===== src/rtl/char_stream_tx.sv =====
// char_stream_tx: transmit side of the ASCII character-stream interface.
//
// A host fills an internal buffer with up to DEPTH characters while idle. A start
// replays the buffer (repeat_cnt+1) times over a valid/ready stream, one character
// per accepted beat. A one-cycle done pulse follows the final transfer.
//
// Ports:
//   clk, rst_n   clock (rising edge) and asynchronous active-low reset
//   wr_en/wr_data  append a character at the buffer tail (idle only)
//   clr          empty the buffer (idle only, beats wr_en/start)
//   start        begin a run (idle, effective count non-zero)
//   repeat_cnt   extra passes, captured when start is accepted
//   full/count   buffer occupancy
//   busy         run in progress (SEND or DONE)
//   out_char/out_valid/out_ready  character stream handshake
//   done         one-cycle pulse after the last transfer
module char_stream_tx #(
   parameter int unsigned DEPTH    = 16,
   parameter int unsigned REPEAT_W = 4
) (
   input  logic                     clk,
   input  logic                     rst_n,
   input  logic                     wr_en,
   input  logic [7:0]               wr_data,
   input  logic                     clr,
   input  logic                     start,
   input  logic [REPEAT_W-1:0]      repeat_cnt,
   output logic                     full,
   output logic [$clog2(DEPTH):0]   count,
   output logic                     busy,
   output logic [7:0]               out_char,
   output logic                     out_valid,
   input  logic                     out_ready,
   output logic                     done
);

   localparam int unsigned IW = $clog2(DEPTH);
   localparam int unsigned CW = IW + 1;

   typedef enum logic [1:0] {StIdle, StSend, StDone} state_e;

   state_e              state_q, state_d;
   logic [CW-1:0]       count_q, count_d;
   logic [IW-1:0]       idx_q, idx_d;
   logic [REPEAT_W-1:0] pass_q, pass_d;
   logic [7:0]          buf_q [DEPTH];
   logic                wr_fire;
   logic                xfer;
   logic                last_idx;

   assign full     = (count_q == CW'(DEPTH));
   assign xfer     = (state_q == StSend) && out_ready;
   // Count is stable during a run, so the last index is simply count-1.
   assign last_idx = ({1'b0, idx_q} == (count_q - CW'(1)));

   always_comb begin
      state_d = state_q;
      count_d = count_q;
      idx_d   = idx_q;
      pass_d  = pass_q;
      wr_fire = 1'b0;
      unique case (state_q)
         StIdle: begin
            if (clr) begin
               count_d = '0;
            end else begin
               if (wr_en && !full) begin
                  wr_fire = 1'b1;
                  count_d = count_q + CW'(1);
               end
               // count_d already includes a same-cycle write.
               if (start && (count_d != '0)) begin
                  state_d = StSend;
                  idx_d   = '0;
                  pass_d  = repeat_cnt;
               end
            end
         end
         StSend: begin
            if (xfer) begin
               if (!last_idx) begin
                  idx_d = idx_q + IW'(1);
               end else if (pass_q != '0) begin
                  idx_d  = '0;
                  pass_d = pass_q - REPEAT_W'(1);
               end else begin
                  state_d = StDone;
               end
            end
         end
         StDone: begin
            state_d = StIdle;
         end
         default: begin
            state_d = StIdle;
         end
      endcase
   end

   always_ff @(posedge clk or negedge rst_n) begin
      if (!rst_n) begin
         state_q <= StIdle;
         count_q <= '0;
         idx_q   <= '0;
         pass_q  <= '0;
      end else begin
         state_q <= state_d;
         count_q <= count_d;
         idx_q   <= idx_d;
         pass_q  <= pass_d;
      end
   end

   // Buffer storage needs no reset; contents are only read below count.
   always_ff @(posedge clk) begin
      if (wr_fire) begin
         buf_q[count_q[IW-1:0]] <= wr_data;
      end
   end

   assign count     = count_q;
   assign busy      = (state_q != StIdle);
   assign out_valid = (state_q == StSend);
   assign out_char  = (state_q == StSend) ? buf_q[idx_q] : 8'h00;
   assign done      = (state_q == StDone);

endmodule


===== config.mk =====
export PLATFORM = sky130hd
export DESIGN_NAME = char_stream_tx
export DESIGN_NICKNAME = d
export VERILOG_FILES = /design/src/rtl/char_stream_tx.sv
export SDC_FILE = /design/constraint.sdc
export NUM_CORES = 1
export LEC_CHECK = 0
export ABC_CLOCK_PERIOD_IN_PS = 6700
export BUFFER_PORTS_ARGS = -buffer_cell sky130_fd_sc_hd__buf_2
export CAP_MARGIN = 20
export CORE_MARGIN = 2
export CORE_UTILIZATION = 40
export CTS_CLUSTER_DIAMETER = 120
export DETAILED_ROUTE_END_ITERATION = 7
export SETUP_SLACK_MARGIN = 0.15
export SLEW_MARGIN = 20
export SYNTH_ARGS = -nofsm -noshare
export SYNTH_HDL_FRONTEND = slang
export SYNTH_SLANG_ARGS = --single-unit

===== constraint.sdc =====
create_clock -name clk -period 6.7 [get_ports clk]
set_clock_uncertainty 0.1 [all_clocks]
set_input_delay 1.675 -clock clk [delete_from_list [all_inputs] [get_ports clk]]
set_output_delay 1.675 -clock clk [all_outputs]
set_load 0.005 [all_outputs]

; ---- Yosys cells after proc, flatten, opt, wreduce, memory -nomap -nowiden
; Memories as Yosys holds them, arrays and structs flattened.
; Index checks and enable logic that the tools add are counted.
[word_totals]
register_bits = 15
ram_bits = 128
in_bits = 18
output_inout_bits = 17
elab_cells = 60
memories = 1
[memory_table]
columns = memory, depth, word_bits, read_ports, rd_clocked_by_memory_dff, wr, line_no
row1 = buf_q, 16, 8, 1, 0, 1, 46  ; logic [7:0] buf_q [DEPTH];
[op_classes]
n_addsub = 4
n_eq_ne = 11
n_mux = 28
n_reduce_logical = 12
[op_table]
columns = operator, n
row1 = 2-to-1 mux 4 bit, 10
row2 = 2-to-1 mux 5 bit, 4
row3 = one-hot mux 4 bit (2 select lines), 2
row4 = 2-to-1 mux 2 bit, 5
row5 = AND reduction 5 bit, 2
row6 = 2-to-1 mux 8 bit, 1
row7 = "!= test 2 x 1 -> 1 bit, second input constant", 3
row8 = "!= test 2 bit, second input constant", 3
row9 = AND reduction 6 bit, 1
row10 = "adder 5 x 1 -> 5 bit, second input constant", 1
row11 = == test 4 x 5 -> 1 bit, 1
row12 = "== test 5 bit, second input constant", 1
row13 = 2-to-1 mux 1 bit, 5
row14 = nonzero test 5 bit, 1
row15 = "subtractor 5 x 1 -> 5 bit, second input constant", 1
row16 = "adder 4 x 1 -> 4 bit, second input constant", 1
row17 = one-hot mux 2 bit (2 select lines), 1
row18 = nonzero test 2 bit, 2
row19 = nonzero test 4 bit, 1
row20 = "subtractor 4 x 1 -> 4 bit, second input constant", 1
row21 = logical AND 1 bit, 3
row22 = "!= test 3 x 2 -> 1 bit, second input constant", 1
row23 = "== test 2 x 1 -> 1 bit, second input constant", 1
row24 = "== test 2 bit, second input constant", 1
row25 = other kinds (2), 2

; ---- Logic depth before layout (Yosys ltp)
; Gate-level depths: netlist of run 1.
[logic_depth]
ltp_word = 11
mapped_depth = 9
depth_no_buf = 8

; ---- Worst setup path before layout of run 1
; No wires, ideal clock.
[synth_path]
path_type = register -> output
from = register idx_q[0]
to = output port out_char[7]
arrival_ns = 2.220
t_required_ns = 4.925
path_slack_ns = 2.705
stages_incl_launch_ff = 6
n_path_buf = 2
path_cell_list = dfrtp_1 > clkbuf_1 > buf_2 > mux4_2 > mux4_2 > and2_1
[synth_via]
elab_chain_len = 2
[synth_rtl]
columns = item, line_no
row1 = start: declaration, 44  ; logic [IW-1:0] idx_q, idx_d;
row2 = start signal: assignment, 109  ; idx_q <= idx_d;
row3 = memory read (16 x 8 bit), n/a
row4 = 2-to-1 mux 8 bit, 124  ; assign out_char = (state_q == StSend) ? buf_q[idx_q] : 8'h00;
row5 = end: declaration, 31  ; output logic [7:0] out_char,
; No other way between the ends.

; ---- Worst setup path after layout of run 1
[layout_path]
from = register idx_q[0]
to = output port out_char[2]
; The elaborated chain is that of the path after synthesis.

==> results.rst, run 1 <==
.. list-table::
   :header-rows: 1

   * - Metric
     - Value
   * - Status
     - finished clean
   * - Area fraction in and, or, nand and nor cells after synthesis
     - under 10%
   * - Remaining design rule violation count
     - 0
   * - Most frequent standard cell in the layout excluding fill and tap cells
     - sky130_fd_sc_hd__edfxtp_1
   * - VDD IR-drop max
     - 147 uV
   * - Fin nets
     - between 300 and 400
   * - Final hold violation count
     - 0
   * - Post-detailed-route via-to-cell ratio
     - around 5.5
   * - Layout cell share with drive strength beyond 1
     - about 31%
   * - Worst-Margin Slew
     - about 0.95 ns
   * - Crit Path Category
     - register to output pin
   * - Nature of the critical path startpoint
     - register
   * - Effective utilization at floorplan
     - about two fifths
   * - DRC marker count from the first detailed-route iteration
     - 315
   * - Site row count
     - between 40 and 50
   * - Power Dens Cells
     - approximately 380 mW/mm2
   * - Clock sink total
     - about 140
   * - GRT Total Usage
     - 16.1%
   * - Width of the die
     - between 100 and 150 um
   * - Number of flops mapped to enable cells by yosys
     - approximately 130
   * - Leftover overflow at the end of global routing
     - 0
   * - Core utilization of the finished layout
     - 46.7%
   * - Unrepaired setup endpoints after global routing
     - no
   * - Commonest cells after routing, fill and taps aside
     - sky130_fd_sc_hd__edfxtp_1, sky130_fd_sc_hd__mux4_2, sky130_fd_sc_hd__buf_2
   * - Area of the mapped netlist
     - slightly above 0.006 mm2
   * - Main area contributors after synthesis
     - sky130_fd_sc_hd__edfxtp_1, sky130_fd_sc_hd__mux4_2, sky130_fd_sc_hd__dfrtp_1
   * - Final GP Congestion
     - 0.803
   * - Sequential area share after synthesis
     - between 60% and 70%
   * - Number of vias after detailed routing
     - approximately 3100
   * - Number of antenna violations at the first check in global routing
     - 0
   * - Detail-routed net length per standard cell
     - roughly 21 um
   * - First-pass GRT wire length
     - 19100 um
   * - Clk buf depth
     - 2
   * - Max_slew headroom
     - 36.1%
   * - Async set-reset flop share out of synthesis
     - about a tenth
   * - Setup TNS
     - 0 ns
   * - Post-detail-place hpwl
     - 8140 um
   * - Data arrival time of the critical path
     - around 3.0 ns
   * - Worst hold-check path type
     - register to register
   * - Number of setup violations in the final report
     - 0
   * - Final WL
     - about 12000 um
   * - Post-synthesis mux area share
     - between 15 and 20%
   * - Clock edge transition at the registers on the reported setup and hold paths
     - approximately 0.060 ns
   * - Number of warnings reported in the yosys synthesis log
     - 0
   * - Mean instance size in the synthesized netlist
     - 18.3 um2
   * - Number of levels in the clock H-tree
     - 4
   * - Relative area change from synthesis to final layout
     - 15.3%
   * - TritonCTS clock tree
     - yes
   * - Max-slew violation count
     - 0
   * - Footprint of the multi-input gates
     - between 0.0015 and 0.002 mm2
   * - Post-Synth Adder-Cell Area
     - approximately 1.4%
   * - Area of the die
     - ~0.016 mm2
   * - Fill count
     - approximately 1200
   * - Number of instances in the synthesized netlist
     - roughly 330
   * - Number of buffers inserted for hold repair after clock tree synthesis
     - 0
   * - Final worst path period share
     - 70.6%
   * - Clock root cell
     - sky130_fd_sc_hd__clkbuf_16
   * - Shortest clock period the worst path allows after layout
     - roughly 4.7 ns
   * - Input/output buffers
     - 34
   * - Xor/xnor share of the synthesized area
     - under 10%
   * - Area leader, netlist
     - sky130_fd_sc_hd__edfxtp_1
   * - Largest driver fanout on the critical path
     - 21
   * - Data required time at the worst endpoint
     - around 4.9 ns
   * - CORE AREA
     - roughly 0.015 mm2
   * - Number of distinct library cells after synthesis
     - 49
   * - Clock latency on the worst-skew pair
     - 0.41 ns
   * - Number of routed nets with antenna violations
     - 0
   * - Pin count of the biggest net entering global routing
     - 23
   * - Via count of the first global-routing pass
     - ~3300
   * - Chip Height
     - approximately 130 um
   * - Sequential standard cell area
     - 0.00422 mm2
   * - Maximum Capacitance Violations
     - 0
   * - Share of the synthesized area in the top cell type
     - around 63%
   * - Combinational family with the most area after synthesis
     - multiplexers
   * - Number of top-level pins
     - 35
   * - Compound-gate portion of the synthesized area
     - under 10%
   * - Static leakage power
     - 0.00236 uW
   * - Top achievable clock speed
     - about 210 MHz
   * - Dominant synthesized flop cell
     - sky130_fd_sc_hd__edfxtp_1
   * - Post-cts repair resize count
     - 0
   * - Synth Net Count
     - 357
   * - Flops & latches, synth
     - roughly 140
   * - Count of TritonRoute iterations in the first routing pass
     - 4
   * - Kind of end point of the critical path
     - output pin
   * - Setup bufs post-CTS
     - 0
   * - Inserted Clock Buffers
     - 17
   * - Number of diodes added for antenna fixing
     - 0
==> per-stage QoR <==
step / total power (uW) / hold WS, ns / area [um2] / worst slack [ns] / cells
detailed placement: 1810 / 0.490 / 6440 / 2.34 / 538
CTS: 2720 / 0.497 / 7020 / 1.90 / 570
global route: 2820 / 0.529 / 7020 / 1.77 / 570
global placement: 1790 / 0.433 / 6420 / 2.04 / 538
finish: 2690 / 0.494 / 7020 / 1.97 / 570
floorplan: 1620 / 0.413 / 6090 / 2.71 / 332
==> per-layer routing <==
layer	track usage (%)	routed length [um]	part of all wire (%)
met1	23.6	5500	46
met2	24.0	5830	48
met3	3.81	607	5.0
met4	5.30	90	0.75
met5	0	0	0
==> critical path, cell delays in order, from the launching register on <==
cell	delay, ns
sky130_fd_sc_hd__dfrtp_2	0.68
sky130_fd_sc_hd__buf_4	0.47
sky130_fd_sc_hd__mux4_2	0.60
sky130_fd_sc_hd__mux4_2	0.49
sky130_fd_sc_hd__and2_1	0.18
sky130_fd_sc_hd__buf_2	0.13
==> layout make-up <==
cell class                      instances  share of cell area [%]
Tap cell                              188                    3.35
Multi-Input combinational cell        160                    25.1
Clock inverter                         15                    2.17
Clock buffer                           17                    6.06
Inverter                               11                   0.588
Timing Repair Buffer                   36                    2.64
Sequential cell                       143                    60.1
==> synthesized netlist by cell type, types with 2 or more instances <==
library cell / number
sky130_fd_sc_hd__and2_1: 13
sky130_fd_sc_hd__a22oi_1: 2
sky130_fd_sc_hd__nor2_1: 12
sky130_fd_sc_hd__mux4_2: 40
sky130_fd_sc_hd__xnor2_1: 4
sky130_fd_sc_hd__nor3_1: 5
sky130_fd_sc_hd__nand3_1: 7
sky130_fd_sc_hd__dfrtp_1: 15
sky130_fd_sc_hd__o21ba_1: 2
sky130_fd_sc_hd__ha_1: 7
sky130_fd_sc_hd__buf_6: 2
sky130_fd_sc_hd__mux2_2: 2
sky130_fd_sc_hd__a221o_1: 2
sky130_fd_sc_hd__or3_1: 3
sky130_fd_sc_hd__xor2_1: 3
sky130_fd_sc_hd__nand2b_1: 2
sky130_fd_sc_hd__inv_1: 11
sky130_fd_sc_hd__a31oi_1: 3
sky130_fd_sc_hd__nand2_1: 6
sky130_fd_sc_hd__buf_2: 5
sky130_fd_sc_hd__o21ai_0: 7
sky130_fd_sc_hd__and3_1: 5
sky130_fd_sc_hd__edfxtp_1: 128
sky130_fd_sc_hd__o2bb2ai_1: 2
sky130_fd_sc_hd__nor2b_1: 3
sky130_fd_sc_hd__o31ai_1: 2
sky130_fd_sc_hd__clkbuf_1: 11
sky130_fd_sc_hd__nand4_1: 7
==> logic make-up after synthesis <==
kind of cell | Yosys count
AO/OA/AOI/OAI | 33
XOR/XNOR | 7
adder cells (fa/ha/maj) | 7
buffers and inverters | 29
flip-flops | 143
multiplexers | 42
AND/OR/NAND/NOR | 71
==> state kept, by name, summed over array words and instances (netlist names) <==
register	cells
idx_q	4
count	5
buf_q	128
state_q	2
pass_q	4
==> worst paths after layout <==
path                       startpoint           to  slack [ns]  cells after the start
max                          idx_q[0]  out_char[2]        1.97                      5
min                         pass_q[1]    pass_q[1]        0.49                      2
max reg2reg                  count[0]     idx_q[3]        3.50                      8
min reg2reg                 pass_q[1]    pass_q[1]        0.49                      2
max in group asynchronous       rst_n     idx_q[0]        5.15                      1
min in group asynchronous       rst_n    pass_q[3]        1.07                      1
==> report_power, final <==
part	switching [uW]	leakage [uW]	internal [uW]
sequential	100	0.00134	1020
clock	387	0.000282	524
combinational	319	0.000739	345
(Power assumes the default switching activity.)
==> inputs of run 2 (changes only) <==
--- a/config.mk
+++ b/config.mk
@@ -5,7 +5,7 @@
 export SDC_FILE = /design/constraint.sdc
 export NUM_CORES = 1
 export LEC_CHECK = 0
-export ABC_CLOCK_PERIOD_IN_PS = 6700
+export ABC_CLOCK_PERIOD_IN_PS = 4950
 export BUFFER_PORTS_ARGS = -buffer_cell sky130_fd_sc_hd__buf_2
 export CAP_MARGIN = 20
 export CORE_MARGIN = 2
==> constraint.sdc (replaced) <==
create_clock -name clk -period 4.95 [get_ports clk]
set_clock_uncertainty 0.1 [all_clocks]
set_input_delay 1.2375 -clock clk [delete_from_list [all_inputs] [get_ports clk]]
set_output_delay 1.2375 -clock clk [all_outputs]
set_load 0.005 [all_outputs]
==> results.rst, run 2 (same netlist as run 1, synthesis figures left out) <==
.. list-table::
   :header-rows: 1

   * - Metric
     - Value
   * - Total met3 wirelength after detailed routing
     - 465 um (-23%)
   * - Final GP Congestion
     - 0.834 (+3.9%)
   * - Top routing layer in use
     - met4
   * - Leftover overflow at the end of global routing
     - 0 (unchanged)
   * - Crit Path Category
     - register to output pin
   * - Worst hold-check path type
     - register to register
   * - Power share of the clock group
     - 34.3% (+0.5 points)
   * - Number of top-level pins
     - 35 (unchanged)
   * - Nature of the critical path startpoint
     - register
   * - Fin nets
     - 399 (+1.3%)
   * - Clock edge transition at the registers on the reported setup and hold paths
     - 0.06 ns (about the same)
   * - Start of the worst register-to-register path
     - count[0]
   * - Number of setup violations in the final report
     - 0 (unchanged)
   * - DRC marker count from the first detailed-route iteration
     - 236 (-25%)
   * - Kind of end point of the critical path
     - output pin
   * - Data arrival time of the critical path
     - 2.55 ns (-0.40 ns)
   * - Final design instance area without fill
     - 0.00706 mm2 (+0.61%)
   * - Clock latency on the worst-skew pair
     - 0.41 ns (about the same)
   * - Number of buffers inserted for hold repair after clock tree synthesis
     - 0 (unchanged)
   * - Relative area change from synthesis to final layout
     - 16.0%
   * - Pin count of the biggest net entering global routing
     - 37 (+61%)
   * - Final hold violation count
     - 0 (unchanged)
   * - Start point of the worst min-delay path
     - pass_q[1]
   * - Top achievable clock speed
     - ~260 MHz
   * - Max_slew headroom
     - 41.3% (+5.2 points)
   * - Chip Height
     - 127 um (unchanged)
   * - Site row count
     - 45 (unchanged)
   * - Number of antenna violations at the first check in global routing
     - 0 (unchanged)
   * - Number of vias after detailed routing
     - 3165 (+1.1%)
   * - Net switching power
     - 1050 uW (+30%)
   * - Placed inst area
     - 0.00647 mm2 (+0.47%)
   * - Number of routed nets with antenna violations
     - 0 (unchanged)
   * - Most frequent standard cell in the layout excluding fill and tap cells
     - sky130_fd_sc_hd__edfxtp_1
   * - Data required time at the worst endpoint
     - 3.61 ns (-1.32 ns)
   * - Detail-routed net length per standard cell
     - 20.3 um (-3.7%)
   * - Power Dens Cells
     - 523 mW/mm2 (+36%)
   * - Input/output buffers
     - 34 (unchanged)
   * - Count of TritonRoute iterations in the first routing pass
     - 5 (+1)
   * - Worst-Margin Slew
     - 0.877 ns (-0.0772 ns)
   * - Number of levels in the clock H-tree
     - 4 (unchanged)
   * - Crit. Startpoint
     - idx_q[0]
   * - Post-cts repair resize count
     - 0 (unchanged)
   * - Commonest cells after routing, fill and taps aside
     - sky130_fd_sc_hd__edfxtp_1, sky130_fd_sc_hd__mux4_2, sky130_fd_sc_hd__buf_2
   * - Layout cell share with drive strength beyond 1
     - 30.4% (-0.76 points)
   * - Setup bufs post-CTS
     - 0 (unchanged)
   * - Number of diodes added for antenna fixing
     - 0 (unchanged)
   * - Combinational power share
     - 25.6% (+0.9 points)
   * - Max-slew violation count
     - 0 (unchanged)
   * - Final WL
     - 11600 um (-3.2%)
   * - CORE AREA
     - 0.0150 mm2 (unchanged)
   * - Clock sink total
     - 143 (unchanged)
   * - Shortest clock period the worst path allows after layout
     - approximately 4 ns
   * - Static leakage power
     - 0.00240 uW (+1.5%)
   * - Status
     - finished clean
   * - Effective utilization at floorplan
     - 40.5% (unchanged)
   * - Post-detail-place hpwl
     - 7800 um (-4.2%)
   * - GRT Total Usage
     - 15.5% (-0.61 points)
   * - Switching share of power
     - 28.3% (-1.6 points)
   * - First-pass GRT wire length
     - 18400 um (-3.5%)
   * - Largest driver fanout on the critical path
     - 32 (+52%)
   * - Internal power
     - 2650 uW (+40%)
   * - Routed wire length on met2
     - 5560 um (-4.6%)
   * - Inserted Clock Buffers
     - 17 (unchanged)
   * - Clock root cell
     - sky130_fd_sc_hd__clkbuf_16
   * - Share of total power in sequential cells
     - 40.1% (-1.4 points)
   * - Met1 wire length
     - 5500 um (about the same)
   * - Clk buf depth
     - 2 (unchanged)
   * - Width of the die
     - 127 um (unchanged)
   * - Via count of the first global-routing pass
     - 3179 (-2.6%)
   * - Post-detailed-route via-to-cell ratio
     - 5.52 (+0.52%)
   * - Unrepaired setup endpoints after global routing
     - no
   * - TritonCTS clock tree
     - yes
   * - VDD IR-drop max
     - 237 uV (+61%)
   * - Flip-flop count of the largest register after layout
     - 128 (unchanged)
   * - Maximum Capacitance Violations
     - 0 (unchanged)
   * - Remaining design rule violation count
     - 0 (unchanged)
   * - Area of the die
     - 0.0162 mm2 (unchanged)
   * - Setup TNS
     - 0 ns (unchanged)
   * - Final worst path period share
     - 78.5%
   * - Fill count
     - 1228 (-0.24%)
[run 2: cell count changes in the layout (fill, tap and decap cells not counted), moves of 2 or more]
cell | before | now
sky130_fd_sc_hd__nor3_2 | 3 | 0
sky130_fd_sc_hd__buf_4 | 2 | 6
sky130_fd_sc_hd__bufinv_16 | 1 | 3
sky130_fd_sc_hd__inv_8 | 4 | 0
sky130_fd_sc_hd__nor3_1 | 2 | 5
sky130_fd_sc_hd__clkinvlp_4 | 2 | 0
[run 2: final cells by class]
class	count	area [um2]	share of cell area [%]
Sequential cell	143	4220	59.8
Multi-Input combinational cell	160	1740	24.6
Clock buffer	18	429	6.08
Timing Repair Buffer	41	235	3.33
Tap cell	188	235	3.33
Clock inverter	12	161	2.29
Inverter	11	41.3	0.585
[run 2: final timing paths]
check                              endpoint  cells after the start  slack [ns]
worst max-delay path            out_char[2]                      5        1.07
worst min-delay path              pass_q[1]                      2        0.46
worst max register to register     idx_q[3]                      8        1.74
worst min register to register    pass_q[1]                      2        0.46
max in group asynchronous          idx_q[0]                      1        3.83
min in group asynchronous         pass_q[3]                      1        0.63
[run 2: critical path, stage by stage (launching register included)]
cell	delay, ns
sky130_fd_sc_hd__dfrtp_2	0.44
sky130_fd_sc_hd__buf_12	0.28
sky130_fd_sc_hd__mux4_2	0.58
sky130_fd_sc_hd__mux4_2	0.51
sky130_fd_sc_hd__and2_1	0.17
sky130_fd_sc_hd__buf_2	0.12
[run 2: metrics by stage]
stage	total power, uW	worst slack [ns]	utilization [%]	std cells	hold slack, ns
global route	3870	0.961	47.0	573	0.500
detailed placement	2460	1.48	43.0	543	0.464
global placement	2450	1.51	43.0	543	0.440
CTS	3730	1.05	47.0	573	0.471
finish	3690	1.07	47.0	573	0.459
floorplan	2190	1.39	-	332	0.413
[run 2: routing by layer]
| metal | track usage, % | vias to the layer above |
|---|---|---|
| li1 | - | 1436 |
| met4 | 5.82 | 0 |
| met5 | 0 | - |
| met3 | 3.73 | 7 |
| met1 | 22.6 | 1655 |
| met2 | 22.8 | 67 |
[run 2: power by group through the flow]
| stage | Clock [uW] | Combinational [uW] | Sequential, uW |
|---|---|---|---|
| 6_report | 1270 | 944 | 1480 |
| 5_1_grt | 1340 | 1040 | 1490 |
| 4_1_cts | 1290 | 962 | 1480 |
| 3_5_place_dp | 0 | 959 | 1510 |
| 3_3_place_gp | 0 | 945 | 1500 |
| 2_1_floorplan | 0 | 753 | 1430 |
